===== src/rtl/rv32i_id_stage.sv =====
// RV32I instruction decode stage: decodes the IF/ID word, resolves source operands with
// EX/MEM forwarding, detects hazards and illegal encodings, and registers the ID/EX bundle.
module rv32i_id_stage #(
    parameter int              XLEN   = 32,
    parameter bit              FWD_EN = 1'b1,
    parameter logic [XLEN-1:0] RST_PC = '0
) (
    input  logic            clk,
    input  logic            rst_n,
    input  logic            in_valid,
    output logic            in_ready,
    input  logic [31:0]     instr_i,
    input  logic [XLEN-1:0] pc_i,
    output logic [4:0]      reg1_raddr,
    output logic [4:0]      reg2_raddr,
    input  logic [XLEN-1:0] reg1_rdata,
    input  logic [XLEN-1:0] reg2_rdata,
    input  logic            ex_wen,
    input  logic [4:0]      ex_rd,
    input  logic [XLEN-1:0] ex_data,
    input  logic            ex_is_load,
    input  logic            mem_wen,
    input  logic [4:0]      mem_rd,
    input  logic [XLEN-1:0] mem_data,
    input  logic            flush,
    output logic            out_valid,
    input  logic            out_ready,
    output logic [31:0]     instr_o,
    output logic [XLEN-1:0] pc_o,
    output logic [XLEN-1:0] op1_o,
    output logic [XLEN-1:0] op2_o,
    output logic [XLEN-1:0] rs1_val_o,
    output logic [XLEN-1:0] rs2_val_o,
    output logic [XLEN-1:0] imm_o,
    output logic [4:0]      rd_o,
    output logic            reg_wen_o,
    output logic            mem_rd_o,
    output logic            mem_wr_o,
    output logic            branch_o,
    output logic            jump_o,
    output logic            illegal_o
);

    localparam logic [6:0] OPC_LUI    = 7'b0110111;
    localparam logic [6:0] OPC_AUIPC  = 7'b0010111;
    localparam logic [6:0] OPC_JAL    = 7'b1101111;
    localparam logic [6:0] OPC_JALR   = 7'b1100111;
    localparam logic [6:0] OPC_BRANCH = 7'b1100011;
    localparam logic [6:0] OPC_LOAD   = 7'b0000011;
    localparam logic [6:0] OPC_STORE  = 7'b0100011;
    localparam logic [6:0] OPC_OPIMM  = 7'b0010011;
    localparam logic [6:0] OPC_OP     = 7'b0110011;

    logic [6:0] opcode;
    logic [2:0] funct3;
    logic [6:0] funct7;
    logic [4:0] rs1;
    logic [4:0] rs2;
    logic [4:0] rd;

    assign opcode     = instr_i[6:0];
    assign rd         = instr_i[11:7];
    assign funct3     = instr_i[14:12];
    assign rs1        = instr_i[19:15];
    assign rs2        = instr_i[24:20];
    assign funct7     = instr_i[31:25];
    assign reg1_raddr = rs1;
    assign reg2_raddr = rs2;

    logic [XLEN-1:0] imm_i;
    logic [XLEN-1:0] imm_s;
    logic [XLEN-1:0] imm_b;
    logic [XLEN-1:0] imm_u;
    logic [XLEN-1:0] imm_j;

    assign imm_i = XLEN'($signed(instr_i[31:20]));
    assign imm_s = XLEN'($signed({instr_i[31:25], instr_i[11:7]}));
    assign imm_b = XLEN'($signed({instr_i[31], instr_i[7], instr_i[30:25], instr_i[11:8], 1'b0}));
    assign imm_u = XLEN'($signed({instr_i[31:12], 12'b0}));
    assign imm_j = XLEN'($signed({instr_i[31], instr_i[19:12], instr_i[20], instr_i[30:21], 1'b0}));

    logic use_rs1;
    logic use_rs2;

    assign use_rs1 = !((opcode == OPC_LUI) || (opcode == OPC_AUIPC) || (opcode == OPC_JAL));
    assign use_rs2 = (opcode == OPC_OP) || (opcode == OPC_STORE) || (opcode == OPC_BRANCH);

    // Per-source operand resolution: index 0 is rs1, index 1 is rs2.
    logic [4:0]      src_addr [2];
    logic [XLEN-1:0] src_rf   [2];
    logic [XLEN-1:0] src_val  [2];
    logic [1:0]      src_use;
    logic [1:0]      src_hazard;

    assign src_addr[0] = rs1;
    assign src_addr[1] = rs2;
    assign src_rf[0]   = reg1_rdata;
    assign src_rf[1]   = reg2_rdata;
    assign src_use     = {use_rs2, use_rs1};

    genvar gi;
    generate
        for (gi = 0; gi < 2; gi++) begin : g_src
            logic ex_hit;
            logic mem_hit;

            assign ex_hit  = ex_wen && (ex_rd == src_addr[gi]);
            assign mem_hit = mem_wen && (mem_rd == src_addr[gi]);

            // A load in EX has no data yet, so it never forwards; that case stalls instead.
            assign src_val[gi] = (src_addr[gi] == 5'd0)              ? '0       :
                                 (FWD_EN && ex_hit && !ex_is_load)   ? ex_data  :
                                 (FWD_EN && mem_hit)                 ? mem_data :
                                                                       src_rf[gi];

            assign src_hazard[gi] = src_use[gi] && (src_addr[gi] != 5'd0) &&
                                    ((ex_hit && (ex_is_load || !FWD_EN)) || (mem_hit && !FWD_EN));
        end
    endgenerate

    logic stall;
    logic valid_reg;

    assign stall    = |src_hazard;
    assign in_ready = !stall && (!valid_reg || out_ready);

    logic [XLEN-1:0] op1_next;
    logic [XLEN-1:0] op2_next;
    logic [XLEN-1:0] imm_next;
    logic            illegal_next;
    logic            writes_rd;

    always_comb begin
        op1_next     = '0;
        op2_next     = '0;
        imm_next     = '0;
        illegal_next = 1'b0;
        writes_rd    = 1'b0;
        case (opcode)
            OPC_LUI: begin
                imm_next  = imm_u;
                op2_next  = imm_u;
                writes_rd = 1'b1;
            end
            OPC_AUIPC: begin
                imm_next  = imm_u;
                op1_next  = pc_i;
                op2_next  = imm_u;
                writes_rd = 1'b1;
            end
            OPC_JAL: begin
                imm_next  = imm_j;
                op1_next  = pc_i;
                op2_next  = XLEN'(32'd4);
                writes_rd = 1'b1;
            end
            OPC_JALR: begin
                imm_next  = imm_i;
                op1_next  = pc_i;
                op2_next  = XLEN'(32'd4);
                writes_rd = 1'b1;
            end
            OPC_BRANCH: begin
                imm_next     = imm_b;
                op1_next     = src_val[0];
                op2_next     = src_val[1];
                illegal_next = (funct3 == 3'b010) || (funct3 == 3'b011);
            end
            OPC_LOAD: begin
                imm_next     = imm_i;
                op1_next     = src_val[0];
                op2_next     = imm_i;
                writes_rd    = 1'b1;
                illegal_next = (funct3 == 3'b011) || (funct3 == 3'b110) || (funct3 == 3'b111);
            end
            OPC_STORE: begin
                imm_next     = imm_s;
                op1_next     = src_val[0];
                op2_next     = imm_s;
                illegal_next = (funct3 > 3'b010);
            end
            OPC_OPIMM: begin
                imm_next  = imm_i;
                op1_next  = src_val[0];
                op2_next  = imm_i;
                writes_rd = 1'b1;
                if (funct3 == 3'b001) begin
                    op2_next     = XLEN'(rs2);
                    illegal_next = (funct7 != 7'h00);
                end else if (funct3 == 3'b101) begin
                    op2_next     = XLEN'(rs2);
                    illegal_next = (funct7 != 7'h00) && (funct7 != 7'h20);
                end
            end
            OPC_OP: begin
                op1_next     = src_val[0];
                op2_next     = src_val[1];
                writes_rd    = 1'b1;
                illegal_next = !((funct7 == 7'h00) ||
                                 ((funct7 == 7'h20) && ((funct3 == 3'b000) || (funct3 == 3'b101))));
            end
            default: begin
                illegal_next = 1'b1;
            end
        endcase
    end

    logic accept;
    assign accept = in_valid && in_ready && !flush;

    logic [31:0]     instr_reg;
    logic [XLEN-1:0] pc_reg;
    logic [XLEN-1:0] op1_reg;
    logic [XLEN-1:0] op2_reg;
    logic [XLEN-1:0] rs1_val_reg;
    logic [XLEN-1:0] rs2_val_reg;
    logic [XLEN-1:0] imm_reg;
    logic [4:0]      rd_reg;
    logic            reg_wen_reg;
    logic            mem_rd_reg;
    logic            mem_wr_reg;
    logic            branch_reg;
    logic            jump_reg;
    logic            illegal_reg;

    always_ff @(posedge clk) begin
        if (!rst_n) begin
            valid_reg   <= 1'b0;
            instr_reg   <= '0;
            pc_reg      <= RST_PC;
            op1_reg     <= '0;
            op2_reg     <= '0;
            rs1_val_reg <= '0;
            rs2_val_reg <= '0;
            imm_reg     <= '0;
            rd_reg      <= '0;
            reg_wen_reg <= 1'b0;
            mem_rd_reg  <= 1'b0;
            mem_wr_reg  <= 1'b0;
            branch_reg  <= 1'b0;
            jump_reg    <= 1'b0;
            illegal_reg <= 1'b0;
        end else begin
            if (flush) begin
                valid_reg <= 1'b0;
            end else if (in_valid && in_ready) begin
                valid_reg <= 1'b1;
            end else if (out_ready) begin
                valid_reg <= 1'b0;
            end
            if (accept) begin
                instr_reg   <= instr_i;
                pc_reg      <= pc_i;
                op1_reg     <= op1_next;
                op2_reg     <= op2_next;
                rs1_val_reg <= src_val[0];
                rs2_val_reg <= src_val[1];
                imm_reg     <= imm_next;
                rd_reg      <= rd;
                reg_wen_reg <= !illegal_next && writes_rd && (rd != 5'd0);
                mem_rd_reg  <= !illegal_next && (opcode == OPC_LOAD);
                mem_wr_reg  <= !illegal_next && (opcode == OPC_STORE);
                branch_reg  <= !illegal_next && (opcode == OPC_BRANCH);
                jump_reg    <= !illegal_next && ((opcode == OPC_JAL) || (opcode == OPC_JALR));
                illegal_reg <= illegal_next;
            end
        end
    end

    assign out_valid = valid_reg;
    assign instr_o   = instr_reg;
    assign pc_o      = pc_reg;
    assign op1_o     = op1_reg;
    assign op2_o     = op2_reg;
    assign rs1_val_o = rs1_val_reg;
    assign rs2_val_o = rs2_val_reg;
    assign imm_o     = imm_reg;
    assign rd_o      = rd_reg;
    assign reg_wen_o = reg_wen_reg;
    assign mem_rd_o  = mem_rd_reg;
    assign mem_wr_o  = mem_wr_reg;
    assign branch_o  = branch_reg;
    assign jump_o    = jump_reg;
    assign illegal_o = illegal_reg;

endmodule


===== config.mk =====
export PLATFORM = sky130hd
export DESIGN_NAME = rv32i_id_stage
export DESIGN_NICKNAME = d
export VERILOG_FILES = /design/src/rtl/rv32i_id_stage.sv
export SDC_FILE = /design/constraint.sdc
export NUM_CORES = 1
export LEC_CHECK = 0
export ABC_AREA = 0
export CORE_MARGIN = 4
export CORE_UTILIZATION = 25
export CTS_CLUSTER_DIAMETER = 40
export DETAILED_ROUTE_END_ITERATION = 6
export PLACE_DENSITY_LB_ADDON = 0.2
export SYNTH_ARGS = -nofsm -noshare
export SYNTH_HDL_FRONTEND = slang
export SYNTH_SLANG_ARGS = --single-unit

===== constraint.sdc =====
create_clock -name clk -period 2.4 [get_ports clk]
set_input_delay 0.6 -clock clk [delete_from_list [all_inputs] [get_ports clk]]
set_output_delay 0.6 -clock clk [all_outputs]
set_load 0.005 [all_outputs]

After elaboration in Yosys (flattened, before gate mapping). Index checks and enable logic that the tools add are counted. W data, S select, Z words.

Order comparisons: 1. Equal/unequal tests: 21. Muxes and demuxes: 17. Bitwise gates (word level): 1. Reduce and logical (&&, ||, !) cells: 60.

Operators with widths (count): $mux W32 (8); $pmux W32 S6 (1); $pmux W32 S5 (1); $pmux W32 S2 (1); $eq A7 B6 Y1 const B (4); $logic_and A1 B1 Y1 (23); $eq A7 B7 Y1 const B (3); $eq A5 B5 Y1 (4); $reduce_bool A5 Y1 (3); $eq A7 B5 Y1 const B (2); $logic_or A1 B1 Y1 (11); $logic_not A5 Y1 (2); $reduce_or A2 Y1 (5); $eq A3 B3 Y1 const B (3); $eq A7 B2 Y1 const B (1); $logic_not A1 Y1 (7); $logic_not A7 Y1 (1); $ne A7 B6 Y1 const B (1); $reduce_bool A7 Y1 (1); $reduce_or A7 Y1 (1); $eq A3 B2 Y1 const B (2); $pmux W1 S6 (1); $reduce_or A3 Y1 (2); $mux W1 (5); other kinds (7) (7).

Bits in registers: 236. Input port bits: 210. Output and inout bits: 247.

Depth between registers and ports, before layout. Gate-level depths: netlist (run 1).

Word-level depth: 11. Mapped depth: 9. Mapped depth without buffers: 6.

Worst setup path after synthesis (run 1). OpenSTA, ideal clock, no wires.

Path kind: input-to-reg. Start point: input port instr_i[21]. End point: register rs2_val_reg[23], in the netlist rs2_val_o[23]. Data arrival time: 2.477 ns. Data required time: 2.283 ns. Setup slack: -0.194 ns. Stages on the path: 9. Path buffers: 3. Path through: buf_2 > or4_1 > o211ai_1 > or3_1 > o211ai_2 > and2_1 > buf_4 > buf_4 > a22o_1.

Cells in the longest elaborated chain, start to end: 9.

RTL lines: start, declared (line 12) `input logic [31:0] instr_i,`; $eq A5 B5 Y1 (line 107) `assign ex_hit = ex_wen && (ex_rd == src_addr[gi]);`; $logic_and A1 B1 Y1 (line 107); $logic_and A1 B1 Y1 (line 117) `((ex_hit && (ex_is_load || !FWD_EN)) || (mem_hit && !FWD_EN));`; $logic_and A1 B1 Y1 (line 116) `assign src_hazard[gi] = src_use[gi] && (src_addr[gi] != 5'd0) &&`; $reduce_or A2 Y1 (line 124) `assign stall = |src_hazard;`; $logic_not A1 Y1 (line 125) `assign in_ready = !stall && (!valid_reg || out_ready);`; $logic_and A1 B1 Y1 (line 125); $logic_and A1 B1 Y1 (2 in series) (line 209) `assign accept = in_valid && in_ready && !flush;`; end signal, assigned (line 257) `rs2_val_reg <= src_val[1];`; end, declared (line 216) `logic [XLEN-1:0] rs2_val_reg;`.

Parallel ways exist; a longest one is shown, timed or not. A chain may end at the register's enable or synchronous reset.

Worst setup path in the final report (run 1).
Start point: input port instr_i[4]. End point: output port in_ready.

Cells in the longest elaborated chain, start to end: 9.

RTL lines: $eq A7 B6 Y1 / $eq A7 B5 Y1 (equally long branches) (line 85) `assign use_rs1 = !((opcode == OPC_LUI) || (opcode == OPC_AUIPC) || (opcode == OPC_JAL));`; $logic_or A1 B1 Y1 (2 in series) (line 85); $logic_not A1 Y1 (line 85); $logic_and A1 B1 Y1 (2 in series) (line 116); $reduce_or A2 Y1 (*) (line 124); $logic_not A1 Y1 (*) (line 125); $logic_and A1 B1 Y1 (*) (line 125); end, declared (line 11) `output logic in_ready,`.

Mark *: on every way between the ends. The rest lies on a longest branch, timed or not.

==> qor.yml, run 1 <==
synth_top_area_share_pct: 41.6
final_design_area_no_fill_sq_um: 19500
status: "complete, but fails checks"
gr-total-overflow: 0
required_ns: 1.80
vdd_drop_max_v: 0.000405
num_vias: 13500
grt_use_total_pct: 24.7
clk_latency_ns: 0.55
startpoint_type: "input pin"
syn_area_per_cell_sq_um: 8.07
ys_types: 52
synth.area.top_cells: "dfxtp_1 (42%), nand3_1 (9.5%), o21ai_0 (4.9%)"
antenna_found_initial: 17
drive_gt1_share_pct: 18.6
worstRegToRegCells: 8
power.density_nw_per_um2: 646
setup_ws_ns: -0.374
pin_count: 457
cts_tree: "built"
rows: 77
cp_max_fo: 10
fp.dieH_um: 219
slew_headroom_pct: 68.1
path_clk_slew_ns: 0.05
clock-sinks: 231
synthMostInstantiatedCell: "dfxtp_1"
die_area_sq_um: 47900
place_area_sq_um: 17500
reg2reg_from: "out_valid"
fill_cells: 4448
hold_viol_final: 0
synth_seq_cells: 231
drt_first_pass_iters: 7
grt_first_pass_wirelength_um: 88900
cts_made_buffers: 40
grt_max_degree: 100
post-route-period-util_pct: 116
worstSetupPathType: "input pin to primary output"
skew_ns: 0.0137
root_buffer: "clkbuf_16"
leakage_uw: 0.00756
synth_largest_area_cell: "dfxtp_1"
regToRegSetupSlack_ns: 0.55
final_max_slew_viol_count: 0
min_path_type: "input pin to flop"
synth_async_sr_flop_share_pct: 0
synth-edff-count: 0
setup_viol: 1
arrival_ns: 2.17
min_to: "instr_o[0]"
critPathCaptureType: "primary output"
hpwl_um: 47400
power_frac_clock_pct: 49.6
hold_depth: 3
drt_iter0_drc: 1054
core_area_sq_um: 44100
syn_area_sq_um: 11100
vias_per_cell: 5.33
areaGrowthSynthToFinish_pct: 75.1
ys.flop_type: "dfxtp_1"
hp-start: "instr_i[0]"
ys_warn_count: 0
violations: "design-rule violations, negative setup slack"
fp.dieW_um: 219
syn_nets: 1588
cap_viol_max_count: 0
io_buffers: 456
drtAntennaViolNets: 0
fmax_mhz: 361
grt_pass1_vias: 13100
place_congestion: 1.04
routedWlPerCell_um: 25.1
combPwrFrac_pct: 17.7
ys_seq_area_share_pct: 41.6
drc: 8
power.net_switching_uw: 3300
p_int_uw: 9290
routed_wl_um: 63900
rsz0062_at_grt: "true"
start_util_pct: 25.2
pwr-share-seq_pct: 32.7
syn-instance-count: 1378
period_needed_ns: 2.77
clk_path_buf_depth: 3
synthTopCellsByCount: "dfxtp_1 (231), nand3_1 (211), nand2_1 (134)"
p_sw_share_pct: 26.2
fin_nets: 2120
rr_endpoint: "rs1_val_o[4]"
worst_pin_slew_ns: 0.473
pre_cts_ws_ns: -1.10
htreeDepth: 2
## cells in the final DEF, fill, tap and decap left out, types with 9 or more instances in the layout
| cell type | instances |
|---|---|
| buf_4 | 176 |
| a221oi_1 | 36 |
| a31oi_2 | 13 |
| a221oi_2 | 20 |
| buf_6 | 11 |
| clkdlybuf4s50_1 | 428 |
| o211a_1 | 20 |
| a22o_1 | 36 |
| nand2_1 | 133 |
| dfxtp_1 | 231 |
| o2bb2ai_1 | 32 |
| a31oi_1 | 52 |
| a21boi_0 | 14 |
| clkbuf_16 | 44 |
| buf_2 | 12 |
| nand4_1 | 38 |
| nor3_1 | 38 |
| o21ai_0 | 82 |
| buf_12 | 25 |
| a21boi_1 | 22 |
| xnor2_1 | 14 |
| nor2_1 | 40 |
| a22oi_1 | 9 |
| o21ai_1 | 23 |
| a21oi_1 | 27 |
| nor4_1 | 32 |
| nand3_1 | 211 |
## how the worst max path moves through the flow
stage / start / endpoint / slack (ns) / depth (start not counted)
2_1_floorplan: instr_i[1] / in_ready / -0.14 / 6
5_1_grt: instr_i[3] / in_ready / -0.43 / 9
3_5_place_dp: instr_i[0] / in_ready / -1.10 / 8
6_report: instr_i[4] / in_ready / -0.37 / 7
3_3_place_gp: instr_i[24] / in_ready / -1.11 / 7
4_1_cts: instr_i[3] / in_ready / -0.39 / 9
## critical path: stages
cell and delay (ns):
dlygate4sd2_1 0.26, buf_6 0.15, and3_1 0.17, or4_4 0.52
o21a_4 0.23, nor2b_4 0.12, buf_2 0.12
## per-layer routing
layer	track usage (%)	wire length [um]	share of wire, %
met2	41.8	30500	48
met1	31.3	27000	42
met4	5.75	1470	2.3
met5	0	138	0.22
met3	6.96	4820	7.6
## cells by family after synthesis
| logic type | Yosys count | synth area share (%) |
|---|---|---|
| buffers and inverters | 186 | 7.40 |
| AO/OA/AOI/OAI | 408 | 25.8 |
| AND/OR/NAND/NOR | 532 | 23.5 |
| flip-flops | 231 | 41.6 |
| XOR/XNOR | 21 | 1.65 |
## through the flow
| stage | instances | TNS [ns] | hold slack [ns] | total power, uW | utilization, % |
|---|---|---|---|---|---|
| 3_5_place_dp | 2446 | -173.20 | 0.441 | 6310 | 39.7 |
| 2_1_floorplan | 1378 | -15.81 | 0.446 | 4930 | - |
| 3_3_place_gp | 2446 | -169.89 | 0.437 | 6300 | 39.7 |
| 4_1_cts | 2522 | -0.388 | 0.336 | 12600 | 43.1 |
| 5_1_grt | 2533 | -2.29 | 0.405 | 13000 | 44.1 |
| 6_report | 2539 | -0.374 | 0.366 | 12600 | 44.1 |
## repair_timing
action                                  4_1_cts  5_1_grt
gates cloned                                  0        5
setup buffers                                 5        5
hold buffers                                  0        0
resized for setup                            83       75
endpoints found under the setup margin      241      121
pin swaps                                    17       13
## layout make-up
cell class                 count  area, sq um  area share, %
tap                          592          741           3.80
multi-input combinational    962         6020           30.9
inverter                       3         11.3         0.0578
timing repair buffer         672         6590           33.8
antenna                        7         17.5         0.0900
sequential                   231         4620           23.8
clock inverter                24          368           1.89
clock buffer                  48         1090           5.61
## flip-flops by register name, summed over array words and instances (netlist names), 32 cells and up
signal and flops:
imm_o 32, op1_o 32, instr_o 32, rs1_val_o 32, rs2_val_o 32, op2_o 32
pc_o 32
## power by group through the flow
| stage | Sequential [uW] | Combinational [uW] | Clock [uW] |
|---|---|---|---|
| floorplan | 4190 | 737 | 0 |
| global placement | 4190 | 2120 | 0 |
| detailed placement | 4190 | 2120 | 0 |
| CTS | 4110 | 2130 | 6350 |
| global route | 4130 | 2350 | 6540 |
| finish | 4110 | 2220 | 6250 |
Note: power is estimated with default switching activity, not from simulation.
==> inputs of run 2 (changes only) <==
- CORE_ASPECT_RATIO: default -> 0.9
- GPL_TIMING_DRIVEN: default -> 0
==> run 2 against run 1 <==
Net effect: largest cell class is now multi-input combinational cells; critical path type unchanged; clock-buffer cell count grew 9; largest power group unchanged; final cell count fell by 0.91%; critical endpoint unchanged; the run ends with negative setup slack left; critical path depth increased by 1; core utilization is 0.62 points lower; combinational power fell by 3%; clock skew is 0.010 ns higher.
==> qor.yml, run 2 (synthesis gave the netlist of run 1 again) <==
cts_hold_buf: 0
power.density_nw_per_um2: 643
arrival_ns: 2.23
hold_ws_ns: 0.307
root_buffer: "clkbuf_16"
pin_count: 457
path_clk_slew_ns: 0.04
skew_ns: 0.0240
worstSetupPathType: "input pin to primary output"
combPwrFrac_pct: 17.5
max_stage_delay_ns: 0.54
critPathBufInv: 3
fin_total_pwr_uw: 12300
cp_max_fo: 5
dp.cells: 2420
rsz0062_at_grt: "true"
htreeDepth: 2
drt_iter0_drc: 1000
setup_ws_ns: -0.430
grt_max_degree: 12
drt_first_pass_iters: 5
status: "complete, but fails checks"
place_congestion: 0.907
die_area_sq_um: 47900
critPathCaptureType: "primary output"
hold_viol_final: 0
fp.dieH_um: 208
p_int_uw: 9040
clk_path_buf_depth: 3
startpoint_type: "input pin"
clk_latency_ns: 0.55
areaGrowthSynthToFinish_pct: 72.2
grt_first_pass_wirelength_um: 91700
crit_chain: "buf_12, and3b_2, and3_4, buf_6, or4_4, o21a_4, nor2b_4, buf_2"
rows: 73
power.net_switching_uw: 3270
utilization_pct: 43.5
routedWlPerCell_um: 25.9
fin_nets: 2087
start_util_pct: 25.3
vdd_drop_max_v: 0.000425
routed_wl_um: 65100
final_cell_mix: "clkdlybuf4s50_1 (424), dfxtp_1 (231), nand3_1 (210), nand2_1 (132), clkbuf_1 (75)"
fmax_mhz: 353
drtAntennaViolNets: 0
final_max_slew_viol_count: 0
drive_gt1_share_pct: 17.2
clock-sinks: 231
final_common_cell: "clkdlybuf4s50_1"
post-route-period-util_pct: 118
hpwl_um: 51900
pwr-share-seq_pct: 33.5
io_buffers: 442
min_path_type: "input pin to flop"
worst_pin_slew_ns: 0.970
slew_headroom_pct: 34.8
num_vias: 13600
required_ns: 1.80
vias_per_cell: 5.39
setup_viol: 3
cts_tree: "built"
grt_use_total_pct: 25.6
period_needed_ns: 2.83
core_area_sq_um: 44000
gr-total-overflow: 0
p_sw_share_pct: 26.6
cts_made_buffers: 41
violations: "negative setup slack"
cp_top_family: "simple AND/OR/NAND/NOR gates"
power_frac_clock_pct: 49.1
drc: 0
final_cells: 2516
cap_viol_max_count: 0
antenna_found_initial: 27
grt_pass1_vias: 13200
leakage_uw: 0.00708
fp.dieW_um: 230
crit_path_top_delay_cell: "or4_4"
-- run 2: cell count changes in the layout (fill, tap and decap cells not counted), sizes merged --
cell and delta:
diode +1, inv -6, bufinv -2, dlygate4sd2 -4, clkinv +1, buf -123
and2 +1, clkbuf +106, clkdlybuf4s50 -4, o211a -1
-- run 2: power groups by stage --
stage	clock network [uW]	logic [uW]	registers [uW]
after CTS	6130	2010	4120
after global placement	0	1940	4190
after global routing	6300	2270	4140
after floorplan	0	737	4190
after detailed placement	0	1950	4190
final	6040	2150	4120
-- run 2: cell type report --
cell class / instances / area [sq um]
Clock buffer: 57 / 1150
Sequential cell: 231 / 4620
Multi-Input combinational cell: 962 / 6580
Tap cell: 600 / 751
Timing Repair Buffer: 460 / 4570
Inverter: 3 / 11.3
Fill cell: 4481 / 24900
Buffer: 178 / 1170
Antenna cell: 8 / 20.0
Clock inverter: 17 / 274
-- run 2: worst paths after layout --
kind | slack [ns] | endpoint | cells past startpoint | from
setup reg to reg | 0.29 | reg_wen_o | 7 | out_valid
hold reg to reg | 0.45 | instr_o[1] | 2 | instr_o[1]
setup / recovery | -0.43 | in_ready | 8 | instr_i[0]
hold / removal | 0.31 | instr_o[1] | 3 | instr_i[1]
-- run 2: stage by stage --
step	setup slack (ns)	setup TNS (ns)	area (sq um)
after detailed placement	-1.67	-312.99	16500
after global routing	-0.450	-2.23	19100
after floorplan	-0.143	-15.81	11300
after CTS	-0.421	-13.33	18300
final	-0.430	-0.451	19200
after global placement	-1.64	-315.52	16500
-- run 2: worst register-to-register path: cells and delay by family (launching register included) --
family | cells | cell delay, ns
AND/OR/NAND/NOR | 3 | 0.77
buffers and inverters | 2 | 0.40
AO/OA/AOI/OAI | 2 | 0.56
flip-flops | 1 | 0.30
-- run 2: what timing repair did --
item | 4_1_cts | 5_1_grt
gates cloned | 0 | 1
buffers inserted | 12 | 6
setup endpoints to repair | 232 | 229
resized for setup | 142 | 283
pin swaps | 14 | 17
-- run 2: layer usage --
metal	wire (um)	vias to the layer above	global-route usage, %
li1	-	6185	-
met5	229	-	0
met1	27400	6604	32.9
met2	30200	635	41.4
met3	5720	114	7.89
met4	1570	32	7.32
